`src/rtl/display_mem_arbiter_if.sv`:
```
// display_mem_arbiter_if
//   Groups every non-clock signal of the display memory arbiter.
//   slave  : arbiter view (takes display/writer/clear requests and read
//            data, drives pixel output, grants, clear status, memory bus)
//   master : environment view (VGA timing, game writers, tile RAM)
//   Signals:
//     disp_req, addrh, addrv           display read request and pixel position
//     pix_colour, pix_valid            pixel colour three cycles after sampling
//     w0_*/w1_* req, addr, data, gnt   writer request/grant handshakes
//     clear_start/busy/done            screen-clear sequencer control
//     mem_addr, mem_we, mem_wdata      registered memory command
//     mem_rdata                        synchronous read data from the RAM
interface display_mem_arbiter_if #(
  parameter int ADDR_WIDTH = 13,
  parameter int DATA_WIDTH = 12
);
  logic                  disp_req;
  logic [9:0]            addrh;
  logic [8:0]            addrv;
  logic [DATA_WIDTH-1:0] pix_colour;
  logic                  pix_valid;

  logic                  w0_req;
  logic [ADDR_WIDTH-1:0] w0_addr;
  logic [DATA_WIDTH-1:0] w0_data;
  logic                  w0_gnt;
  logic                  w1_req;
  logic [ADDR_WIDTH-1:0] w1_addr;
  logic [DATA_WIDTH-1:0] w1_data;
  logic                  w1_gnt;

  logic                  clear_start;
  logic                  clear_busy;
  logic                  clear_done;

  logic [ADDR_WIDTH-1:0] mem_addr;
  logic                  mem_we;
  logic [DATA_WIDTH-1:0] mem_wdata;
  logic [DATA_WIDTH-1:0] mem_rdata;

  modport slave (
    input  disp_req, addrh, addrv,
    input  w0_req, w0_addr, w0_data, w1_req, w1_addr, w1_data,
    input  clear_start, mem_rdata,
    output pix_colour, pix_valid, w0_gnt, w1_gnt,
    output clear_busy, clear_done, mem_addr, mem_we, mem_wdata
  );

  modport master (
    output disp_req, addrh, addrv,
    output w0_req, w0_addr, w0_data, w1_req, w1_addr, w1_data,
    output clear_start, mem_rdata,
    input  pix_colour, pix_valid, w0_gnt, w1_gnt,
    input  clear_busy, clear_done, mem_addr, mem_we, mem_wdata
  );
endinterface

```
`src/rtl/display_mem_arbiter.sv`:
```
// display_mem_arbiter
//   Shares the single-port tile colour RAM between the VGA scan-out path and
//   two game-logic writers, and runs a hardware screen-clear sequence.
//   Display reads always win the slot; otherwise a running clear writes the
//   next address; otherwise the writers are served round-robin.
//   Ports:
//     clk     pixel clock, rising edge
//     resetn  asynchronous active-low reset
//     bus     display_mem_arbiter_if.slave (see interface header)
module display_mem_arbiter #(
  parameter int TILE_COLS  = 80,
  parameter int TILE_ROWS  = 60,
  parameter int ADDR_WIDTH = 13,
  parameter int DATA_WIDTH = 12,
  parameter logic [DATA_WIDTH-1:0] CLEAR_COLOUR = '0
) (
  input  logic                  clk,
  input  logic                  resetn,
  display_mem_arbiter_if.slave  bus
);

  localparam int DEPTH = TILE_COLS * TILE_ROWS;
  localparam logic [ADDR_WIDTH-1:0] DEPTH_A   = ADDR_WIDTH'(DEPTH);
  localparam logic [ADDR_WIDTH-1:0] LAST_ADDR = ADDR_WIDTH'(DEPTH - 1);

  typedef enum logic {IDLE, CLEAR} state_t;

  state_t                state, state_next;
  logic [ADDR_WIDTH-1:0] clear_cnt, clear_cnt_next;
  logic                  rr_ptr, rr_ptr_next;

  logic [ADDR_WIDTH-1:0] mem_addr_q, mem_addr_next;
  logic                  mem_we_q, mem_we_next;
  logic [DATA_WIDTH-1:0] mem_wdata_q, mem_wdata_next;
  logic                  w0_gnt_q, w0_gnt_next;
  logic                  w1_gnt_q, w1_gnt_next;
  logic                  clear_busy_q, clear_busy_next;
  logic                  clear_done_q, clear_done_next;
  logic [1:0]            valid_pipe;
  logic [DATA_WIDTH-1:0] pix_colour_q;
  logic                  pix_valid_q;

  logic [ADDR_WIDTH-1:0] tile_addr;
  logic                  w0_elig, w1_elig, grant_w1;
  logic [ADDR_WIDTH-1:0] sel_addr;
  logic [DATA_WIDTH-1:0] sel_data;

  // 8x8 pixel tiles: row index times tiles-per-row plus column index.
  assign tile_addr = ADDR_WIDTH'(bus.addrv[8:3]) * ADDR_WIDTH'(TILE_COLS)
                   + ADDR_WIDTH'(bus.addrh[9:3]);

  // A writer whose grant is showing this cycle has already been served;
  // its REQ may still be high from the same transaction.
  assign w0_elig = bus.w0_req && !w0_gnt_q;
  assign w1_elig = bus.w1_req && !w1_gnt_q;

  always_ff @(posedge clk or negedge resetn) begin
    if (!resetn) begin
      state     <= IDLE;
      clear_cnt <= '0;
      rr_ptr    <= 1'b0;
    end else begin
      state     <= state_next;
      clear_cnt <= clear_cnt_next;
      rr_ptr    <= rr_ptr_next;
    end
  end

  always_comb begin
    state_next      = state;
    clear_cnt_next  = clear_cnt;
    rr_ptr_next     = rr_ptr;
    mem_addr_next   = mem_addr_q;
    mem_we_next     = 1'b0;
    mem_wdata_next  = mem_wdata_q;
    w0_gnt_next     = 1'b0;
    w1_gnt_next     = 1'b0;
    clear_done_next = 1'b0;
    grant_w1        = 1'b0;
    sel_addr        = bus.w0_addr;
    sel_data        = bus.w0_data;

    if (state == IDLE && bus.clear_start) begin
      state_next     = CLEAR;
      clear_cnt_next = '0;
    end

    if (bus.disp_req) begin
      mem_addr_next = tile_addr;
    end else if (state == CLEAR) begin
      mem_addr_next  = clear_cnt;
      mem_we_next    = 1'b1;
      mem_wdata_next = CLEAR_COLOUR;
      if (clear_cnt == LAST_ADDR) begin
        state_next      = IDLE;
        clear_done_next = 1'b1;
      end else begin
        clear_cnt_next = clear_cnt + 1'b1;
      end
    end else if (w0_elig || w1_elig) begin
      // rr_ptr = 1 gives W1 the tie; the pointer always moves to the loser.
      grant_w1    = w1_elig && (!w0_elig || rr_ptr);
      rr_ptr_next = !grant_w1;
      w0_gnt_next = !grant_w1;
      w1_gnt_next = grant_w1;
      sel_addr    = grant_w1 ? bus.w1_addr : bus.w0_addr;
      sel_data    = grant_w1 ? bus.w1_data : bus.w0_data;
      // Out-of-range writes are acknowledged but never reach the RAM.
      if (sel_addr < DEPTH_A) begin
        mem_addr_next  = sel_addr;
        mem_we_next    = 1'b1;
        mem_wdata_next = sel_data;
      end
    end

    clear_busy_next = (state_next == CLEAR);
  end

  // Valid pipe tracks which slots were display reads so that RAM data is only
  // forwarded to the pixel output for those slots.
  always_ff @(posedge clk or negedge resetn) begin
    if (!resetn) begin
      mem_addr_q   <= '0;
      mem_we_q     <= 1'b0;
      mem_wdata_q  <= '0;
      w0_gnt_q     <= 1'b0;
      w1_gnt_q     <= 1'b0;
      clear_busy_q <= 1'b0;
      clear_done_q <= 1'b0;
      valid_pipe   <= '0;
      pix_colour_q <= '0;
      pix_valid_q  <= 1'b0;
    end else begin
      mem_addr_q   <= mem_addr_next;
      mem_we_q     <= mem_we_next;
      mem_wdata_q  <= mem_wdata_next;
      w0_gnt_q     <= w0_gnt_next;
      w1_gnt_q     <= w1_gnt_next;
      clear_busy_q <= clear_busy_next;
      clear_done_q <= clear_done_next;
      valid_pipe   <= {valid_pipe[0], bus.disp_req};
      pix_colour_q <= valid_pipe[1] ? bus.mem_rdata : '0;
      pix_valid_q  <= valid_pipe[1];
    end
  end

  assign bus.mem_addr   = mem_addr_q;
  assign bus.mem_we     = mem_we_q;
  assign bus.mem_wdata  = mem_wdata_q;
  assign bus.w0_gnt     = w0_gnt_q;
  assign bus.w1_gnt     = w1_gnt_q;
  assign bus.clear_busy = clear_busy_q;
  assign bus.clear_done = clear_done_q;
  assign bus.pix_colour = pix_colour_q;
  assign bus.pix_valid  = pix_valid_q;

endmodule

```
`src/flat_wrapper.sv`:
```
// flat-port wrapper written by rule: the top's interface ports become plain ports
module display_mem_arbiter_flat 
#(
  parameter int TILE_COLS  = 80,
  parameter int TILE_ROWS  = 60,
  parameter int ADDR_WIDTH = 13,
  parameter int DATA_WIDTH = 12,
  parameter logic [DATA_WIDTH-1:0] CLEAR_COLOUR = '0
)
  (clk, resetn, bus_disp_req, bus_addrh, bus_addrv, bus_w0_req, bus_w0_addr, bus_w0_data, bus_w1_req, bus_w1_addr, bus_w1_data, bus_clear_start, bus_mem_rdata, bus_pix_colour, bus_pix_valid, bus_w0_gnt, bus_w1_gnt, bus_clear_busy, bus_clear_done, bus_mem_addr, bus_mem_we, bus_mem_wdata);
  display_mem_arbiter_if #(.ADDR_WIDTH(ADDR_WIDTH), .DATA_WIDTH(DATA_WIDTH)) bus_i ();
  input  logic clk;
  input  logic resetn;
  input wire logic [$bits(bus_i.disp_req)-1:0] bus_disp_req;
  input wire logic [$bits(bus_i.addrh)-1:0] bus_addrh;
  input wire logic [$bits(bus_i.addrv)-1:0] bus_addrv;
  input wire logic [$bits(bus_i.w0_req)-1:0] bus_w0_req;
  input wire logic [$bits(bus_i.w0_addr)-1:0] bus_w0_addr;
  input wire logic [$bits(bus_i.w0_data)-1:0] bus_w0_data;
  input wire logic [$bits(bus_i.w1_req)-1:0] bus_w1_req;
  input wire logic [$bits(bus_i.w1_addr)-1:0] bus_w1_addr;
  input wire logic [$bits(bus_i.w1_data)-1:0] bus_w1_data;
  input wire logic [$bits(bus_i.clear_start)-1:0] bus_clear_start;
  input wire logic [$bits(bus_i.mem_rdata)-1:0] bus_mem_rdata;
  output wire logic [$bits(bus_i.pix_colour)-1:0] bus_pix_colour;
  output wire logic [$bits(bus_i.pix_valid)-1:0] bus_pix_valid;
  output wire logic [$bits(bus_i.w0_gnt)-1:0] bus_w0_gnt;
  output wire logic [$bits(bus_i.w1_gnt)-1:0] bus_w1_gnt;
  output wire logic [$bits(bus_i.clear_busy)-1:0] bus_clear_busy;
  output wire logic [$bits(bus_i.clear_done)-1:0] bus_clear_done;
  output wire logic [$bits(bus_i.mem_addr)-1:0] bus_mem_addr;
  output wire logic [$bits(bus_i.mem_we)-1:0] bus_mem_we;
  output wire logic [$bits(bus_i.mem_wdata)-1:0] bus_mem_wdata;
  assign bus_i.disp_req = bus_disp_req;
  assign bus_i.addrh = bus_addrh;
  assign bus_i.addrv = bus_addrv;
  assign bus_i.w0_req = bus_w0_req;
  assign bus_i.w0_addr = bus_w0_addr;
  assign bus_i.w0_data = bus_w0_data;
  assign bus_i.w1_req = bus_w1_req;
  assign bus_i.w1_addr = bus_w1_addr;
  assign bus_i.w1_data = bus_w1_data;
  assign bus_i.clear_start = bus_clear_start;
  assign bus_i.mem_rdata = bus_mem_rdata;
  assign bus_pix_colour = bus_i.pix_colour;
  assign bus_pix_valid = bus_i.pix_valid;
  assign bus_w0_gnt = bus_i.w0_gnt;
  assign bus_w1_gnt = bus_i.w1_gnt;
  assign bus_clear_busy = bus_i.clear_busy;
  assign bus_clear_done = bus_i.clear_done;
  assign bus_mem_addr = bus_i.mem_addr;
  assign bus_mem_we = bus_i.mem_we;
  assign bus_mem_wdata = bus_i.mem_wdata;
  display_mem_arbiter #(.TILE_COLS(TILE_COLS), .TILE_ROWS(TILE_ROWS), .ADDR_WIDTH(ADDR_WIDTH), .DATA_WIDTH(DATA_WIDTH), .CLEAR_COLOUR(CLEAR_COLOUR)) u_core (.clk(clk), .resetn(resetn), .bus(bus_i));
endmodule
```
`config.mk`:
```
export PLATFORM = sky130hd
export DESIGN_NAME = display_mem_arbiter_flat
export DESIGN_NICKNAME = d
export VERILOG_FILES = /design/src/rtl/display_mem_arbiter_if.sv /design/src/rtl/display_mem_arbiter.sv /design/src/flat_wrapper.sv
export SDC_FILE = /design/constraint.sdc
export NUM_CORES = 1
export LEC_CHECK = 0
export CORE_ASPECT_RATIO = 1.5
export CORE_MARGIN = 2
export CORE_UTILIZATION = 40
export DETAILED_ROUTE_END_ITERATION = 8
export PLACE_DENSITY = 0.89
export SYNTH_ARGS = -nofsm -noshare
export SYNTH_HDL_FRONTEND = slang
export SYNTH_SLANG_ARGS = --single-unit
```
`constraint.sdc`:
```
create_clock -name clk -period 1.9 [get_ports clk]
set_input_delay 0.38 -clock clk [delete_from_list [all_inputs] [get_ports clk]]
set_output_delay 0.38 -clock clk [all_outputs]
set_load 0.02 [all_outputs]
```
* Word-level counts from Yosys, hierarchy flattened *
Cells that the tools add are included.

cells by class
  multiplexer cells = 31
  multiply operators = 1
  add/subtract/negate cells = 2
  bitwise operators = 2
  order comparisons = 1
  reduce and logical (&&, ||, !) cells = 17
  equal/unequal tests = 1

operators by type and width
  operator                                                             number
  13-bit 2-to-1 mux                                                    9
  12-bit 2-to-1 mux                                                    5
  1-bit 2-to-1 mux                                                     17
  13-bit by 1-bit adder with 13-bit output (second input constant)     1
  13-bit by 7-bit adder with 13-bit output                             1
  13-bit == test (second input constant)                               1
  13-bit < comparator (second input constant)                          1
  6-bit by 3-bit multiplier with 9-bit output (second input constant)  1
  3-bit AND reduction                                                  2
  3-bit nonzero test                                                   2
  1-bit logical AND                                                    4
  1-bit logical NOT                                                    4
  2-bit nonzero test                                                   2
  1-bit logical OR                                                     2
  1-bit inverter                                                       2
  2-bit AND reduction                                                  1

storage, ports and cells
  register bits = 59
  input bits = 87
  output and inout bits = 43
  word-level logic and storage cells = 67

* Logic depth before layout (Yosys ltp) *
  word-level depth = 11
  gate-level depth with buffers = 9
  gate-level depth less buffers = 9

* Worst setup path before layout *
No wires, ideal clock.

  path type = input -> register
  start = in bus_addrv[4]
  end = reg u_core.mem_addr_q[11] (netlist: u_core.bus.mem_addr[11])
  path slack = -0.322 ns
  stages = 9
  data required time = 1.831 ns
  path buffers = 0
  arrival = 2.153 ns
  setup time = 0.069 ns
  path through = ha_1 > ha_1 > fa_1 > xor2_1 > nand2_1 > nor4_1 > xnor2_1 > nand2_1 > nand3_1

on the way
  longest elaborated chain between the ends = 3

ends and longest elaborated chain
  what                                         RTL line                    RTL
  start: declaration                           flat_wrapper.sv:16          input wire logic [$bits(bus_i.addrv)-1:0] bus_addrv;
  6-bit by 3-bit multiplier with 9-bit output  display_mem_arbiter.sv:49   assign tile_addr = ADDR_WIDTH'(bus.addrv[8:3]) * ADDR_WIDTH'(TILE_COLS)
  13-bit by 7-bit adder with 13-bit output     display_mem_arbiter.sv:50   + ADDR_WIDTH'(bus.addrh[9:3]);
  13-bit 2-to-1 mux                            display_mem_arbiter.sv:88   if (bus.disp_req) begin
  end signal: assignment                       display_mem_arbiter.sv:134  mem_addr_q <= mem_addr_next;
  end: declaration                             display_mem_arbiter.sv:32   logic [ADDR_WIDTH-1:0] mem_addr_q, mem_addr_next;

Every way passes these cells.
A chain may end at the register's enable or synchronous reset.

* Final worst setup path *
  start = reg u_core.clear_cnt[11]
  end = reg u_core.clear_cnt[4]

on the way
  longest elaborated chain between the ends = 4

ends and longest elaborated chain
  what                          RTL line                   RTL
  start: declaration            display_mem_arbiter.sv:29  logic [ADDR_WIDTH-1:0] clear_cnt, clear_cnt_next;
  start signal: assignment      display_mem_arbiter.sv:64  clear_cnt <= clear_cnt_next;
  13-bit == test                display_mem_arbiter.sv:94  if (clear_cnt == LAST_ADDR) begin
  13-bit 2-to-1 mux             display_mem_arbiter.sv:94
  13-bit 2-to-1 mux             display_mem_arbiter.sv:90  end else if (state == CLEAR) begin
  13-bit 2-to-1 mux             display_mem_arbiter.sv:88
  net u_core.clear_cnt_next[4]  display_mem_arbiter.sv:29

The timed path passes the listed nets, and every way through them passes these cells.

==> summary.txt <==
Outcome
  • Status: finished with violations
  • Failing checks: setup timing

Synthesis
  • Synth Instances: 347
  • Post-synthesis adder-cell area fraction: 5.61%
  • Mapped Nets: 448
  • Post-synth top area share: 43.5%
  • Ys Warns: 0
  • Most used DFF post-synth: dfrtp_1
  • Netlist Area Pre-Place: 3390 sq um
  • Most area-consuming cells after synthesis: dfrtp_1 (44%), mux2i_1 (6.2%), ha_1 (4.4%)
  • Synth Area in Compound Gates: 18.5%
  • Largest family of logic cells by synthesized area: simple AND/OR/NAND/NOR gates
  • Sequential fraction of the synthesis area: 43.5%
  • Simple-gate share of the synthesized area: 19.2%
  • Synth cell types: 51
  • Mean Syn Cell Area: 9.78 sq um
  • Synth Area in XOR/XNOR: 3.36%
  • Synth area leader: dfrtp_1
  • EDFF count, synth: 0
  • Mux share of post-synthesis cell area: 6.53%
  • #FFs+latches synth: 59
  • Ys async rst share: 100%

Route
  • Met2 WL: 6370 um
  • Total wire length: 12400 um
  • DR top layer: met4
  • Wirelength per Cell: 20.0 um
  • Final ANT Viol Nets: 0
  • Post-DR vias/cell: 5.97
  • DRC: 0
  • DR vias: 3717
  • Met3 wire length: 904 um
  • M1 WL: 4250 um
  • Initial drt markers: 490
  • First-pass iteration count of the detailed router: 5

Placed design
  • Port bufs: 123
  • DP HPWL: 7570 um
  • GP Congestion: 0.941

Setup path
  • Required time of the critical path: 2.12 ns
  • Crit path DAT: 2.28 ns
  • Cell family with most CP delay: simple AND/OR/NAND/NOR gates
  • CP cell instances: nor4b_1, nand3_1, o41a_1, nand2b_1, xor2_1, nor2_1
  • Crit-path slowest cell: o41a_1
  • Worst Setup End Kind: register
  • CP Launch Type: register
  • Crit-path max FO: 7
  • Buf/Inv on CP: 0
  • Slowest stage delay, CP: 0.49 ns
  • Critical path class: reg -> reg

Global route
  • Initial antenna violation count: 0
  • First-pass GRT wire length: 17000 um
  • All-Layer GR Usage: 23.9%
  • Largest net degree at the start of global routing: 28
  • Global route total overflow: 0
  • Vias in the first global route: 3537

Clock network
  • Clock Latency Late Sink: 0.33 ns
  • CTS tree: built
  • Sink Count: 59
  • H-tree depth: 3
  • Clock root cell: clkbuf_16
  • Clock slew at reported path FFs: 0.06 ns
  • Clk buf depth: 2
  • Inserted Clock Buffers: 9
  • CTS Hold Buffers Added: 0

Timing
  • Slew Viols, Final: 0
  • Slew margin rel.: 62.6%
  • RSZ-0062 raised after global routing: yes
  • Final WS setup: -0.167 ns
  • Final period utilization: 109%
  • Minimum clock period: 2.07 ns
  • # setup viols final: 27
  • Final setup TNS: -2.09 ns
  • Worst slew pin tran: 0.561 ns
  • Fmax: 484 MHz
  • Layout Skew: 0.00540 ns
  • Final Hold Viols: 0

Floorplan
  • Height of the die: 117 um
  • Placeable Area: 8310 sq um
  • Die area: 9250 sq um
  • Row count: 41
  • Ports: 130
  • Initial Util: 40.8%
  • Chip width: 79.2 um

Worst hold path
  • Hold Crit Class: in -> async

Pwr
  • Max IR drop VDD: 0.000693 V
  • Pwr Total: 0.00442 W
  • Power per cell area: 764 nW/um^2
  • LEAKAGE: 2.36 nW

Layout
  • Area growth, synth to finish: 70.6%
  • Nets: 611
  • Final core utilization: 69.6%
  • Share of post-route cells with drive strength above 1: 25.4%

Job
  • Number of max-cap violations: 0
## metal layers
layer / GRT usage (%) / vias to the layer above
met1: 25.2 / 1776
li1: - / 1613
met2: 42.7 / 241
met3: 6.29 / 87
met4: 13.6 / 0
met5: 0.556 / -
## power by group
group	internal, W	leakage [nW]	total (W)	switching [W]
registers	0.00139	0.762	0.00153	0.000141
clock network	0.000901	0.133	0.00154	0.000641
logic	0.000695	1.46	0.00134	0.000649
## path summary, 6_finish.rpt
check | cells past startpoint | to | slack, ns | startpoint
max in group asynchronous | 2 | u_core.clear_cnt[10] | 1.35 | resetn
min in group clk | 1 | u_core.valid_pipe[0] | 0.34 | bus_disp_req
hold / removal | 1 | u_core.bus.mem_wdata[8] | 0.03 | resetn
setup reg to reg | 6 | u_core.clear_cnt[4] | -0.17 | u_core.clear_cnt[11]
setup / recovery | 6 | u_core.clear_cnt[4] | -0.17 | u_core.clear_cnt[11]
hold reg to reg | 0 | u_core.valid_pipe[1] | 0.35 | u_core.valid_pipe[0]
## repair_timing
item	in CTS	in global routing
cloned	0	1
endpoints found under the setup margin	27	27
gates resized for setup	55	38
hold endpoints to repair	0	0
buffers inserted	5	8
pin swaps	22	21
## worst register-to-register path: cells and delay by family (launching register included)
kind                      cells  cell delay [ns]
DFF                           1             0.43
and+or+nand+nor               4             0.79
AOI/OAI and AO/OA             1             0.49
xor gates and xnor gates      1             0.24
## cells in the final DEF, fill, tap and decap left out, types with 6 or more instances in the layout
master / n
and2_1: 13
a21oi_2: 8
xor2_1: 6
o21ai_0: 15
a221o_1: 9
a21oi_1: 11
o21ai_1: 11
ha_4: 6
ha_1: 6
nand3_1: 11
mux2i_1: 21
buf_4: 38
nor4_2: 6
dlygate4sd2_1: 7
nand2_1: 31
clkdlybuf4s50_1: 105
dfrtp_1: 58
nor2_1: 28
clkbuf_16: 10
## through the flow
| step | hold WS [ns] | std cells | setup slack [ns] | cell area (sq um) |
|---|---|---|---|---|
| after floorplan | 0.0844 | 347 | -0.0898 | 3450 |
| after global placement | 0.331 | 593 | -0.658 | 5020 |
| after detailed placement | 0.342 | 593 | -0.727 | 5020 |
| after CTS | 0.0286 | 613 | -0.110 | 5510 |
| after global routing | 0.0530 | 622 | -0.216 | 5780 |
| final | 0.0333 | 623 | -0.167 | 5790 |
## cells by family after synthesis
logic type	count (synthesis)
AO/OA/AOI/OAI	89
buffers and inverters	25
AND/OR/NAND/NOR	125
multiplexers	22
adder cells (fa/ha/maj)	14
flip-flops	59
XOR/XNOR	13
## registers in the layout, indices dropped and copies added, names as in the netlist
| name | cells |
|---|---|
| u_core.state | 1 |
| u_core.bus.mem_addr | 13 |
| u_core.bus.mem_we | 1 |
| u_core.clear_cnt | 13 |
| u_core.rr_ptr | 1 |
| u_core.bus.w0_gnt | 1 |
| u_core.bus.mem_wdata | 12 |
| u_core.bus.pix_valid | 1 |
| u_core.bus.clear_done | 1 |
| u_core.bus.w1_gnt | 1 |
| u_core.bus.pix_colour | 12 |
| u_core.valid_pipe | 2 |
## Yosys cell counts (3+ instances only)
cell type and n:
a2111oi_1 6, a21o_1 5, a21oi_1 19, a221o_1 9, a311oi_1 4, and2_1 13
buf_2 5, clkbuf_1 13, dfrtp_1 59, ha_1 12, inv_1 5, mux2i_1 21
nand2_1 33, nand3_1 11, nand3b_1 3, nand4_1 3, nor2_1 29, nor3_1 3
nor3b_1 3, nor4_1 15, o21ai_0 18, o21ai_1 11, xnor2_1 5, xor2_1 8
## cell type report
type                            instances  area, sq um
Antenna cell                            1         2.50
Clock buffer                            9          225
Clock inverter                          7         58.8
Fill cell                             540         2520
Inverter                                5         18.8
Multi-Input combinational cell        263         2190
Sequential cell                        59         1480
Tap cell                              107          134
Timing Repair Buffer                  172         1670
Power figures use the tool's default switching activity.
